===== src/rtl/tictactoe_pkg.sv =====
// Shared types and constants for the tic-tac-toe controller and its evaluator.
// Latency: n/a (declarations and one combinational helper only).
// Backpressure: n/a.
package tictactoe_pkg;

    typedef enum logic [1:0] {
        IDLE = 2'd0,
        PLAY = 2'd1,
        EVAL = 2'd2,
        OVER = 2'd3
    } state_e;

    localparam logic [1:0] RES_NONE  = 2'b00;
    localparam logic [1:0] RES_X     = 2'b01;
    localparam logic [1:0] RES_O     = 2'b10;
    localparam logic [1:0] RES_DRAW  = 2'b11;

    localparam logic [1:0] REJ_NONE  = 2'b00;
    localparam logic [1:0] REJ_OCC   = 2'b01;
    localparam logic [1:0] REJ_RANGE = 2'b10;

    localparam logic PL_X = 1'b0;
    localparam logic PL_O = 1'b1;

    // The eight winning lines on a row-major 3x3 board (bit i = cell i).
    localparam logic [8:0] LINE_MASKS [8] = '{
        9'b000_000_111, 9'b000_111_000, 9'b111_000_000,
        9'b001_001_001, 9'b010_010_010, 9'b100_100_100,
        9'b100_010_001, 9'b001_010_100
    };

    function automatic logic has_line(input logic [8:0] board);
        logic hit;
        hit = 1'b0;
        for (int i = 0; i < 8; i++) begin
            if ((board & LINE_MASKS[i]) == LINE_MASKS[i]) begin
                hit = 1'b1;
            end
        end
        return hit;
    endfunction

endpackage


===== src/rtl/tictactoe_eval.sv =====
// Board evaluator: flags overlap, full board and a three-in-line for X and O.
// Latency: purely combinational, zero cycles.
// Backpressure: none; outputs follow the boards continuously.
// Ports: x_board_i/o_board_i occupancy in; overlap_o, full_o, x_line_o, o_line_o out.
module tictactoe_eval
    import tictactoe_pkg::*;
(
    input  logic [8:0] x_board_i,
    input  logic [8:0] o_board_i,
    output logic       overlap_o,
    output logic       full_o,
    output logic       x_line_o,
    output logic       o_line_o
);

    assign overlap_o = |(x_board_i & o_board_i);
    assign full_o    = &(x_board_i | o_board_i);
    assign x_line_o  = has_line(x_board_i);
    assign o_line_o  = has_line(o_board_i);

endmodule


===== src/rtl/tictactoe_ctrl.sv =====
// Game controller: owns both boards, accepts moves, alternates players, declares result.
// Latency: accept/reject pulse 1 cycle after transfer; result/game_over after 1 EVAL cycle.
// Backpressure: mv_ready only in PLAY; low for one EVAL cycle after each accepted move.
// Ports: clk, rst (sync, active-high), start, mv_valid/mv_pos/mv_ready move handshake;
//        mv_accept/mv_reject/rej_code/timeout pulses; turn, x_board, o_board, moves,
//        game_over, result, fault status.
module tictactoe_ctrl
    import tictactoe_pkg::*;
#(
    parameter int FIRST_PLAYER   = 0,
    parameter int TIMEOUT_CYCLES = 0
) (
    input  logic       clk,
    input  logic       rst,
    input  logic       start,
    input  logic       mv_valid,
    input  logic [3:0] mv_pos,
    output logic       mv_ready,
    output logic       mv_accept,
    output logic       mv_reject,
    output logic [1:0] rej_code,
    output logic       turn,
    output logic [8:0] x_board,
    output logic [8:0] o_board,
    output logic [3:0] moves,
    output logic       game_over,
    output logic [1:0] result,
    output logic       timeout,
    output logic       fault
);

    localparam int         TW       = (TIMEOUT_CYCLES > 0) ? $clog2(TIMEOUT_CYCLES + 1) : 1;
    localparam logic       FP       = (FIRST_PLAYER != 0);
    localparam logic       TIMER_EN = (TIMEOUT_CYCLES > 0);
    localparam logic [TW-1:0] TMAX  = (TIMEOUT_CYCLES > 0) ? TW'(TIMEOUT_CYCLES - 1) : '0;

    state_e        state_q, state_d;
    logic [8:0]    x_q, x_d, o_q, o_d;
    logic [3:0]    moves_q, moves_d;
    logic          turn_q, turn_d;
    logic [1:0]    result_q, result_d;
    logic          fault_q, fault_d;
    logic          acc_q, acc_d;
    logic          rej_q, rej_d;
    logic [1:0]    rej_code_q, rej_code_d;
    logic          tmo_q, tmo_d;
    logic [TW-1:0] timer_q, timer_d;

    logic          ev_overlap, ev_full, ev_xline, ev_oline;
    logic [15:0]   occ_ext;
    logic          in_range, cell_occ, xfer, legal, expire;
    logic [8:0]    cell_bit;

    tictactoe_eval u_eval (
        .x_board_i (x_q),
        .o_board_i (o_q),
        .overlap_o (ev_overlap),
        .full_o    (ev_full),
        .x_line_o  (ev_xline),
        .o_line_o  (ev_oline)
    );

    // Zero-extended occupancy so an out-of-range index reads as empty;
    // the range check then decides the reject code.
    assign occ_ext  = {7'd0, x_q | o_q};
    assign in_range = (mv_pos <= 4'd8);
    assign cell_occ = occ_ext[mv_pos];
    assign xfer     = mv_valid && (state_q == PLAY);
    assign legal    = xfer && in_range && !cell_occ;
    assign expire   = TIMER_EN && (state_q == PLAY) && (timer_q == TMAX);
    assign cell_bit = in_range ? (9'd1 << mv_pos) : 9'd0;

    always_comb begin
        state_d    = state_q;
        x_d        = x_q;
        o_d        = o_q;
        moves_d    = moves_q;
        turn_d     = turn_q;
        result_d   = result_q;
        fault_d    = fault_q;
        timer_d    = timer_q;
        acc_d      = 1'b0;
        rej_d      = 1'b0;
        rej_code_d = REJ_NONE;
        tmo_d      = 1'b0;

        if (start) begin
            // New game overrides any same-cycle move or expiry.
            state_d  = PLAY;
            x_d      = '0;
            o_d      = '0;
            moves_d  = '0;
            result_d = RES_NONE;
            fault_d  = 1'b0;
            turn_d   = FP;
            timer_d  = '0;
        end else begin
            case (state_q)
                PLAY: begin
                    if (legal) begin
                        if (turn_q == PL_X) x_d = x_q | cell_bit;
                        else                o_d = o_q | cell_bit;
                        moves_d = (moves_q >= 4'd9) ? 4'd9 : moves_q + 4'd1;
                        acc_d   = 1'b1;
                        state_d = EVAL;
                    end else begin
                        if (xfer) begin
                            rej_d      = 1'b1;
                            rej_code_d = in_range ? REJ_OCC : REJ_RANGE;
                        end
                        // A refused move does not restart the turn clock.
                        if (expire) begin
                            tmo_d   = 1'b1;
                            turn_d  = ~turn_q;
                            timer_d = '0;
                        end else if (TIMER_EN) begin
                            timer_d = timer_q + 1'b1;
                        end
                    end
                end
                EVAL: begin
                    if (ev_overlap) begin
                        fault_d  = 1'b1;
                        result_d = RES_NONE;
                        state_d  = OVER;
                    end else if (ev_xline) begin
                        result_d = RES_X;
                        state_d  = OVER;
                    end else if (ev_oline) begin
                        result_d = RES_O;
                        state_d  = OVER;
                    end else if (ev_full) begin
                        result_d = RES_DRAW;
                        state_d  = OVER;
                    end else begin
                        turn_d  = ~turn_q;
                        timer_d = '0;
                        state_d = PLAY;
                    end
                end
                default: ;  // IDLE and OVER hold everything
            endcase
        end
    end

    always_ff @(posedge clk) begin
        if (rst) begin
            state_q    <= IDLE;
            x_q        <= '0;
            o_q        <= '0;
            moves_q    <= '0;
            turn_q     <= FP;
            result_q   <= RES_NONE;
            fault_q    <= 1'b0;
            timer_q    <= '0;
            acc_q      <= 1'b0;
            rej_q      <= 1'b0;
            rej_code_q <= REJ_NONE;
            tmo_q      <= 1'b0;
        end else begin
            state_q    <= state_d;
            x_q        <= x_d;
            o_q        <= o_d;
            moves_q    <= moves_d;
            turn_q     <= turn_d;
            result_q   <= result_d;
            fault_q    <= fault_d;
            timer_q    <= timer_d;
            acc_q      <= acc_d;
            rej_q      <= rej_d;
            rej_code_q <= rej_code_d;
            tmo_q      <= tmo_d;
        end
    end

    assign mv_ready  = (state_q == PLAY);
    assign game_over = (state_q == OVER);
    assign mv_accept = acc_q;
    assign mv_reject = rej_q;
    assign rej_code  = rej_code_q;
    assign timeout   = tmo_q;
    assign turn      = turn_q;
    assign x_board   = x_q;
    assign o_board   = o_q;
    assign moves     = moves_q;
    assign result    = result_q;
    assign fault     = fault_q;

endmodule


===== config.mk =====
export PLATFORM = sky130hd
export DESIGN_NAME = tictactoe_ctrl
export DESIGN_NICKNAME = d
export VERILOG_FILES = /design/src/rtl/tictactoe_pkg.sv /design/src/rtl/tictactoe_eval.sv /design/src/rtl/tictactoe_ctrl.sv
export SDC_FILE = /design/constraint.sdc
export NUM_CORES = 1
export LEC_CHECK = 0
export CAP_MARGIN = 20
export CELL_PAD_IN_SITES_DETAIL_PLACEMENT = 1
export CELL_PAD_IN_SITES_GLOBAL_PLACEMENT = 1
export CORE_ASPECT_RATIO = 1.1
export CORE_MARGIN = 5
export CORE_UTILIZATION = 39
export CTS_CLUSTER_SIZE = 14
export DETAILED_ROUTE_END_ITERATION = 6
export PLACE_DENSITY_LB_ADDON = 0.08
export SYNTH_ARGS = -nofsm -noshare
export SYNTH_HDL_FRONTEND = slang
export SYNTH_HIERARCHICAL = 1
export SYNTH_SLANG_ARGS = --single-unit

===== constraint.sdc =====
create_clock -name clk -period 2.7 [get_ports clk]
set_input_delay 0.405 -clock clk [delete_from_list [all_inputs] [get_ports clk]]
set_output_delay 0.405 -clock clk [all_outputs]
set_load 0.03 [all_outputs]

==> results of run 1 <==
## synthesized netlist by cell type (2+ instances only)
master and number:
sky130_fd_sc_hd__buf_4 2, sky130_fd_sc_hd__or3_1 2, sky130_fd_sc_hd__nand2b_1 4, sky130_fd_sc_hd__ha_1 3
sky130_fd_sc_hd__a21oi_1 4, sky130_fd_sc_hd__dfxtp_1 32, sky130_fd_sc_hd__o21ai_0 12, sky130_fd_sc_hd__o31a_1 2
sky130_fd_sc_hd__clkbuf_1 2, sky130_fd_sc_hd__nor3b_1 4, sky130_fd_sc_hd__nand3_1 3, sky130_fd_sc_hd__a22oi_1 5
sky130_fd_sc_hd__nor4_1 2, sky130_fd_sc_hd__o211a_1 2, sky130_fd_sc_hd__o41ai_2 2, sky130_fd_sc_hd__a22o_1 9
sky130_fd_sc_hd__nor3_1 4, sky130_fd_sc_hd__nor2_1 15, sky130_fd_sc_hd__o22ai_1 5, sky130_fd_sc_hd__a32o_1 9
sky130_fd_sc_hd__inv_1 5, sky130_fd_sc_hd__nand2_1 20, sky130_fd_sc_hd__nand4_1 4, sky130_fd_sc_hd__or2_2 2
sky130_fd_sc_hd__nor2b_1 2
## per-layer routing
| metal | vias to the layer above | track usage, % | wire length (um) | part of all wire [%] |
|---|---|---|---|---|
| li1 | 763 | - | - | - |
| met1 | 801 | 25.7 | 2320 | 44 |
| met2 | 66 | 32.6 | 2620 | 49 |
| met3 | 13 | 3.75 | 293 | 5.5 |
| met4 | 0 | 7.89 | 89 | 1.7 |
| met5 | - | 0 | 0 | 0 |
## power by group through the flow
stage | logic (mW) | registers, mW | clock network, mW
final | 0.0966 | 0.480 | 0.449
after global routing | 0.103 | 0.481 | 0.480
after CTS | 0.0962 | 0.480 | 0.453
after floorplan | 0.0564 | 0.494 | 0
after global placement | 0.0923 | 0.491 | 0
after detailed placement | 0.0956 | 0.491 | 0
## worst reg2reg max path: stages, from the launching register on
cell and delay, ps:
sky130_fd_sc_hd__dfxtp_1 410, sky130_fd_sc_hd__a22o_1 270, sky130_fd_sc_hd__a221oi_1 260, sky130_fd_sc_hd__nand3_1 220
sky130_fd_sc_hd__nor4_1 520, sky130_fd_sc_hd__nand2_1 180, sky130_fd_sc_hd__xnor2_1 160, sky130_fd_sc_hd__nor2_1 50
## cell families (layout without fill, tap and decap cells)
group / after synthesis / count (layout) / synth area share [%]
other: 1 / 1 / 0.232
flip-flops: 32 / 32 / 39.6
AND/OR/NAND/NOR: 70 / 70 / 22.4
AO/OA/AOI/OAI: 58 / 58 / 30.2
multiplexers: 1 / 1 / 0.619
adder cells (fa/ha/maj): 3 / 3 / 2.32
XOR/XNOR: 1 / 1 / 0.542
buffers and inverters: 11 / 57 / 4.10
## flip-flops by register name, indices dropped and copies added (netlist names)
| signal | count |
|---|---|
| x_board | 9 |
| rej_code | 2 |
| o_board | 9 |
| moves | 4 |
| fault | 1 |
| turn | 1 |
| mv_reject | 1 |
| state_q | 2 |
| mv_accept | 1 |
| result | 2 |
## layout make-up
cell class | instances | share of cell area [%]
inverter | 5 | 0.865
clock buffer | 6 | 3.34
timing repair buffer | 44 | 19.7
sequential | 32 | 29.5
multi-input combinational | 134 | 41.9
tap | 52 | 3.00
clock inverter | 2 | 1.61
## worst max path at each step
stage	from	to	slack [ps]
after floorplan	state_q[0]	x_board[5]	710
after global placement	mv_pos[2]	o_board[8]	190
after detailed placement	mv_pos[1]	x_board[8]	80
after CTS	mv_pos[1]	x_board[8]	380
after global routing	x_board[3]	turn	230
final	mv_pos[1]	x_board[8]	370
## cell usage in the layout, fill, tap and decap left out, types with 2 or more instances in the layout
cell / n
sky130_fd_sc_hd__ha_1: 3
sky130_fd_sc_hd__a22oi_1: 5
sky130_fd_sc_hd__or2_2: 2
sky130_fd_sc_hd__nor3_1: 4
sky130_fd_sc_hd__nor4_1: 2
sky130_fd_sc_hd__a21oi_1: 4
sky130_fd_sc_hd__nand3_1: 3
sky130_fd_sc_hd__buf_4: 5
sky130_fd_sc_hd__o22ai_1: 5
sky130_fd_sc_hd__nor3b_1: 4
sky130_fd_sc_hd__clkdlybuf4s50_1: 39
sky130_fd_sc_hd__inv_1: 5
sky130_fd_sc_hd__dfxtp_1: 32
sky130_fd_sc_hd__or3_1: 2
sky130_fd_sc_hd__nand4_1: 4
sky130_fd_sc_hd__o211a_1: 2
sky130_fd_sc_hd__nand2_1: 20
sky130_fd_sc_hd__o41ai_2: 2
sky130_fd_sc_hd__o21ai_0: 12
sky130_fd_sc_hd__o31a_1: 2
sky130_fd_sc_hd__a32o_1: 9
sky130_fd_sc_hd__a22o_1: 9
sky130_fd_sc_hd__nor2_1: 15
sky130_fd_sc_hd__nor2b_1: 2
sky130_fd_sc_hd__clkbuf_8: 5
sky130_fd_sc_hd__nand2b_1: 4
==> flow_summary.rst, run 1 <==
.. list-table::
   :header-rows: 1

   * - Metric
     - Value
   * - Number of gates resized after CTS
     - 0
   * - Hold path startpoint
     - result[0]
   * - Fillers
     - 470
   * - Routed WL
     - 5.32 mm
   * - Clock Root Buffer
     - sky130_fd_sc_hd__clkbuf_8
   * - Synth top area cells
     - sky130_fd_sc_hd__dfxtp_1, sky130_fd_sc_hd__a32o_1, sky130_fd_sc_hd__a22o_1, sky130_fd_sc_hd__nand2_1, sky130_fd_sc_hd__o21ai_0
   * - Final nets
     - 233
   * - Die ar.
     - 5530 um2
   * - Core Box Area
     - 3990 um2
   * - Global placer's final weighted congestion
     - 0.854
   * - Initial cell density of the core
     - 40.5%
   * - Post-route antenna net violation count
     - 0
   * - Via count of the first global-routing pass
     - 1729
   * - Fraction of synthesis flops using an asynchronous set or reset pin
     - 0%
   * - Slew @ Worst Pin
     - 547 ps
   * - Crit Path Category
     - primary input to flop
   * - Width of the die
     - 71.4 um
   * - Number of optimization iterations in the first detailed-route pass
     - 4
   * - Synthesized Nets
     - 188
   * - Period minus WS final
     - 2330 ps
   * - Final max-slew violation count
     - 0
   * - Share of total power in the clock network
     - 43.8%
   * - Area delta synth->final
     - 34.2%
   * - Mean cell area of the mapped netlist
     - 9.13 um2
   * - Combined area of the multi-input logic cells
     - 910 um2
   * - Type of origin of the critical path
     - primary input
   * - First-pass GRT wire length
     - 8.87 mm
   * - RSZ-0062 raised after global routing
     - false
   * - CP Capture Type
     - flop
   * - Storage element area
     - 641 um2
   * - Buffers inserted by post-CTS timing repair
     - 0
   * - Via-to-Cell Ratio
     - 5.97
   * - Worst path setup slack after routing
     - 370 ps
   * - Number of buffers added on ports
     - 39
   * - Cell taking the most area after synthesis
     - sky130_fd_sc_hd__dfxtp_1
   * - CTS Hold Buffers Added
     - 0
   * - Vias after detailed routing
     - 1643
   * - Maximum number of pins on one net before global-route repair
     - 19
   * - Logic depth of the worst path, buffers included
     - 6
   * - Status
     - finished, final reports clean
   * - Path category of the worst min-delay check
     - flop to flop
   * - Post-synthesis cell count
     - 177
   * - DRC violation count after routing
     - 0
   * - Worst Skew
     - 5.33 ps
   * - Clock transition at the registers of the reported paths
     - 70 ps
   * - Endpoint arrival time on the critical path
     - 2520 ps
   * - Aggregate global routing overflow
     - 0
   * - Gate power share
     - 9.4%
   * - Minimum setup slack after placement
     - 79.0 ps
   * - Biggest fanout along the worst timing path
     - 8
   * - CTS H-tree lvls
     - 2
   * - Post-route worst hold slack
     - 478 ps
   * - Count of antenna diodes in the layout
     - 0
   * - Top-area cell type share of the netlist area
     - 39.6%
   * - Finished Core Util
     - 54.3%
   * - Slowest stage delay, CP
     - 490 ps
   * - End point of the most critical hold path
     - result[0]
   * - Origin of the critical flop-to-flop path
     - x_board[3]
   * - Remaining max-slew budget at the tightest pin
     - 63.2%
   * - Maximum buffer depth of the clock tree
     - 2
   * - Synthesized flop and latch total
     - 32
   * - Summed instance area of the synthesized netlist
     - 1620 um2
   * - All-layer global routing usage
     - 19.9%
   * - Highest attainable clock frequency
     - 429 MHz
   * - Number of max-capacitance violations reported
     - 0
   * - Proportion of synthesized chip area in sequential cells
     - 39.6%
   * - Sequential fraction of design power
     - 46.8%
   * - Placement-stage cell area
     - 2060 um2
   * - Pwr Density
     - 473 nW/um2
   * - Count of warnings emitted by yosys
     - 6
   * - Die height
     - 77.5 um
   * - Largest voltage drop on the vdd net
     - 0.278 mV
   * - Clk Latency, worst-skew pair
     - 280 ps
   * - Share of the cycle needed by the critical path after routing
     - 86.3%
   * - Terminus of the critical flop-to-flop path
     - turn
   * - Number of flops mapped to enable cells by yosys
     - 0
   * - Fraction of final layout cells sized beyond drive strength 1
     - 10.3%
   * - Critical path required time
     - 2890 ps
   * - Family with the most delay on the worst path
     - compound AO/OA/AOI/OAI gates
   * - WHS Path Cells
     - 2
   * - TritonCTS clock tree
     - yes
   * - Internal power consumption
     - 788 uW
   * - Placed Cells incl. Taps
     - 267
   * - Clock Sink Count
     - 32
   * - Setup_tns
     - 0 ps
   * - Worst reg-to-reg setup slack
     - 530 ps
   * - Crit-path cells
     - clkdlybuf4s50_1 > or3_1 > o31a_1 > a311oi_4 > nand2_2 > o41ai_2
   * - Slowest cell on crit path
     - sky130_fd_sc_hd__clkdlybuf4s50_1
   * - Hold violation count in the final report
     - 0
   * - Net switching power
     - 238 uW
   * - Num ports
     - 41
   * - Buffers and inverters on the worst path
     - 1
   * - Final Non-Filler Cells
     - 275
   * - Post-layout instance area
     - 2170 um2
   * - Average wire length per cell after detail routing
     - 19.4 um
   * - R2r worst-path depth
     - 7
   * - Count of different cell masters after synthesis
     - 46
   * - PnR Total Power
     - 1.03 mW
   * - Sw Share
     - 23.2%
   * - DP Wirelength
     - 4.04 mm
   * - Row count
     - 24
   * - Final setup fails
     - 0
   * - Antenna violations before repair
     - 0
   * - 1st-iter DRT viols
     - 136
   * - Inserted Clock Buffers
     - 5
   * - Total leakage power
     - 0.781 nW
   * - Most instantiated flip-flop cell in the synthesis netlist
     - sky130_fd_sc_hd__dfxtp_1
Power figures use the tool's default switching activity.
==> run 2: changes to the inputs <==
--- a/config.mk
+++ b/config.mk
@@ -10,9 +10,10 @@
 export CELL_PAD_IN_SITES_GLOBAL_PLACEMENT = 1
 export CORE_ASPECT_RATIO = 1.1
 export CORE_MARGIN = 5
-export CORE_UTILIZATION = 39
+export CORE_UTILIZATION = 49
 export CTS_CLUSTER_SIZE = 14
 export DETAILED_ROUTE_END_ITERATION = 6
+export DONT_BUFFER_PORTS = 1
 export PLACE_DENSITY_LB_ADDON = 0.08
 export SYNTH_ARGS = -nofsm -noshare
 export SYNTH_HDL_FRONTEND = slang
==> flow_summary.rst, run 2 (synthesis gave the netlist of run 1 again) <==
.. list-table::
   :header-rows: 1

   * - Metric
     - Value
   * - Worst path setup slack after routing
     - 515 ps (+145 ps)
   * - Largest voltage drop on the vdd net
     - 0.243 mV (-12%)
   * - Finished Core Util
     - 55.0% (+0.72 points)
   * - Crit-path cells
     - a22o_1 > a221oi_1 > nand3_1 > nor4_1 > nand2_1 > xnor2_1 > nor2_1
   * - Via count of the first global-routing pass
     - 1484 (-14%)
   * - Total leakage power
     - 0.617 nW (-21%)
   * - Routed WL
     - 4.74 mm (-11%)
   * - Clk Latency, worst-skew pair
     - 350 ps (+70 ps)
   * - Number of buffers added on ports
     - 0 (-100%)
   * - Row count
     - 21 (-13%)
   * - Post-route antenna net violation count
     - 0 (unchanged)
   * - Via-to-Cell Ratio
     - 6.87 (+15%)
   * - Vias after detailed routing
     - 1476 (-10%)
   * - Minimum setup slack after placement
     - 528 ps (+449 ps)
   * - Fraction of final layout cells sized beyond drive strength 1
     - 11.6% (+1.3 points)
   * - Average wire length per cell after detail routing
     - 22.0 um (+14%)
   * - Buffers inserted by post-CTS timing repair
     - 0 (unchanged)
   * - Count of antenna diodes in the layout
     - 0 (unchanged)
   * - Setup_tns
     - 0 ps (unchanged)
   * - Aggregate global routing overflow
     - 0 (unchanged)
   * - Most common library cell in the layout ignoring fill and taps
     - sky130_fd_sc_hd__dfxtp_1
   * - Maximum number of pins on one net before global-route repair
     - 26 (+7)
   * - Type of origin of the critical path
     - flop
   * - Final setup fails
     - 0 (unchanged)
   * - Path category of the worst min-delay check
     - primary input to flop
   * - Grt peak-use layer
     - met2
   * - Maximum buffer depth of the clock tree
     - 2 (unchanged)
   * - Number of optimization iterations in the first detailed-route pass
     - 4 (unchanged)
   * - Width of the die
     - 64.8 um (-9.3%)
   * - Status
     - finished, final reports clean
   * - Num ports
     - 41 (unchanged)
   * - GR Layer Usage met2
     - 34.8% (+2.1 points)
   * - Period minus WS final
     - 2190 ps (-145 ps)
   * - WHS Path Cells
     - 1 (-1)
   * - Remaining max-slew budget at the tightest pin
     - 58.2% (-5.0 points)
   * - Biggest fanout along the worst timing path
     - 7 (-1)
   * - Pwr Density
     - 542 nW/um2 (+15%)
   * - Number of gates resized after CTS
     - 0 (unchanged)
   * - TritonCTS clock tree
     - yes
   * - Commonest cells after routing, fill and taps aside
     - sky130_fd_sc_hd__dfxtp_1, sky130_fd_sc_hd__nand2_1, sky130_fd_sc_hd__nor2_1
   * - Storage element area
     - 641 um2 (unchanged)
   * - Global placer's final weighted congestion
     - 0.806 (-5.5%)
   * - Highest attainable clock frequency
     - 458 MHz (+6.6%)
   * - Fillers
     - 368 (-22%)
   * - Crit Path Category
     - flop to flop
   * - Final max-slew violation count
     - 0 (unchanged)
   * - Slowest cell on crit path
     - sky130_fd_sc_hd__dfxtp_1
   * - R2r worst-path depth
     - 7 (unchanged)
   * - Endpoint arrival time on the critical path
     - 2420 ps (-100 ps)
   * - All-layer global routing usage
     - 21.4% (+1.5 points)
   * - CTS Hold Buffers Added
     - 0 (unchanged)
   * - Clock transition at the registers of the reported paths
     - 120 ps (+50 ps)
   * - Initial cell density of the core
     - 52.1% (+12 points)
   * - First-pass GRT wire length
     - 7.67 mm (-14%)
   * - DRC violation count after routing
     - 0 (unchanged)
   * - CP Capture Type
     - flop
   * - Final nets
     - 191 (-18%)
   * - CTS H-tree lvls
     - 2 (unchanged)
   * - Clock Sink Count
     - 32 (unchanged)
   * - Number of max-capacitance violations reported
     - 0 (unchanged)
   * - Post-route worst hold slack
     - 157 ps (-321 ps)
   * - Share of the cycle needed by the critical path after routing
     - 80.9% (-5.4 points)
   * - Critical path required time
     - 2940 ps (+50 ps)
   * - Clock Root Buffer
     - sky130_fd_sc_hd__clkbuf_4
   * - Global-route met1 utilization
     - 27.0% (+1.3 points)
   * - Hold violation count in the final report
     - 0 (unchanged)
   * - Slowest stage delay, CP
     - 520 ps (+30 ps)
   * - Antenna violations before repair
     - 0 (unchanged)
   * - 1st-iter DRT viols
     - 161 (+18%)
   * - Inserted Clock Buffers
     - 5 (unchanged)
   * - Die ar.
     - 4550 um2 (-18%)
   * - Met3 Use GR
     - 5.77% (+2.0 points)
   * - Core Box Area
     - 3100 um2 (-22%)
   * - Placed Cells incl. Taps
     - 207 (-22%)
   * - Worst Skew
     - 24.0 ps (+18.7 ps)
   * - Die height
     - 70.2 um (-9.4%)
   * - Final Non-Filler Cells
     - 215 (-22%)
   * - DP Wirelength
     - 3.44 mm (-15%)
   * - Area delta synth->final
     - 5.57%
   * - RSZ-0062 raised after global routing
     - false
   * - Combined area of the multi-input logic cells
     - 910 um2 (unchanged)
   * - Slew @ Worst Pin
     - 626 ps (+79.6 ps)
## run 2: changes by cell type in the layout (fill, tap and decap cells not counted)
| cell | before | now |
|---|---|---|
| sky130_fd_sc_hd__buf_4 | 5 | 2 |
| sky130_fd_sc_hd__clkbuf_8 | 5 | 0 |
| sky130_fd_sc_hd__clkinvlp_4 | 0 | 1 |
| sky130_fd_sc_hd__clkdlybuf4s50_1 | 39 | 0 |
| sky130_fd_sc_hd__clkbuf_4 | 0 | 5 |
| sky130_fd_sc_hd__clkbuf_1 | 1 | 0 |
## run 2: routing by layer
metal  part of all wire, %  wire length, um
met2                    50             2370
met4                   1.9               91
met5                     0                0
met1                    41             1920
met3                   7.6              358
## run 2: critical path, delay by kind of cell, from the launching register on
family          cells  cell delay, ps
flops               1             520
simple gates        4             840
xor+xnor            1             170
compound gates      2             540
## run 2: path summary, 6_finish.rpt
kind / start / endpoint / slack (ps)
max: x_board[3] / turn / 510
min: rst / state_q[0] / 160
max reg2reg: x_board[3] / turn / 510
min reg2reg: state_q[0] / state_q[0] / 540
## run 2: cell type report
| class | instances | share of cell area (%) |
|---|---|---|
| Sequential cell | 32 | 37.5 |
| Timing Repair Buffer | 2 | 0.880 |
| Clock buffer | 5 | 2.20 |
| Inverter | 5 | 1.10 |
| Multi-Input combinational cell | 134 | 53.3 |
| Tap cell | 34 | 2.49 |
| Clock inverter | 3 | 2.49 |
## run 2: where the power goes
group | switching [mW] | internal [mW]
sequential | 0.00883 | 0.476
clock | 0.181 | 0.193
combinational | 0.0443 | 0.0220
total | 0.234 | 0.691
## run 2: stage by stage
stage / cell area, um2 / total power [mW]
3_5_place_dp: 1630 / 0.561
6_report: 1710 / 0.925
5_1_grt: 1710 / 0.953
2_1_floorplan: 1620 / 0.550
4_1_cts: 1710 / 0.926
3_3_place_gp: 1630 / 0.559
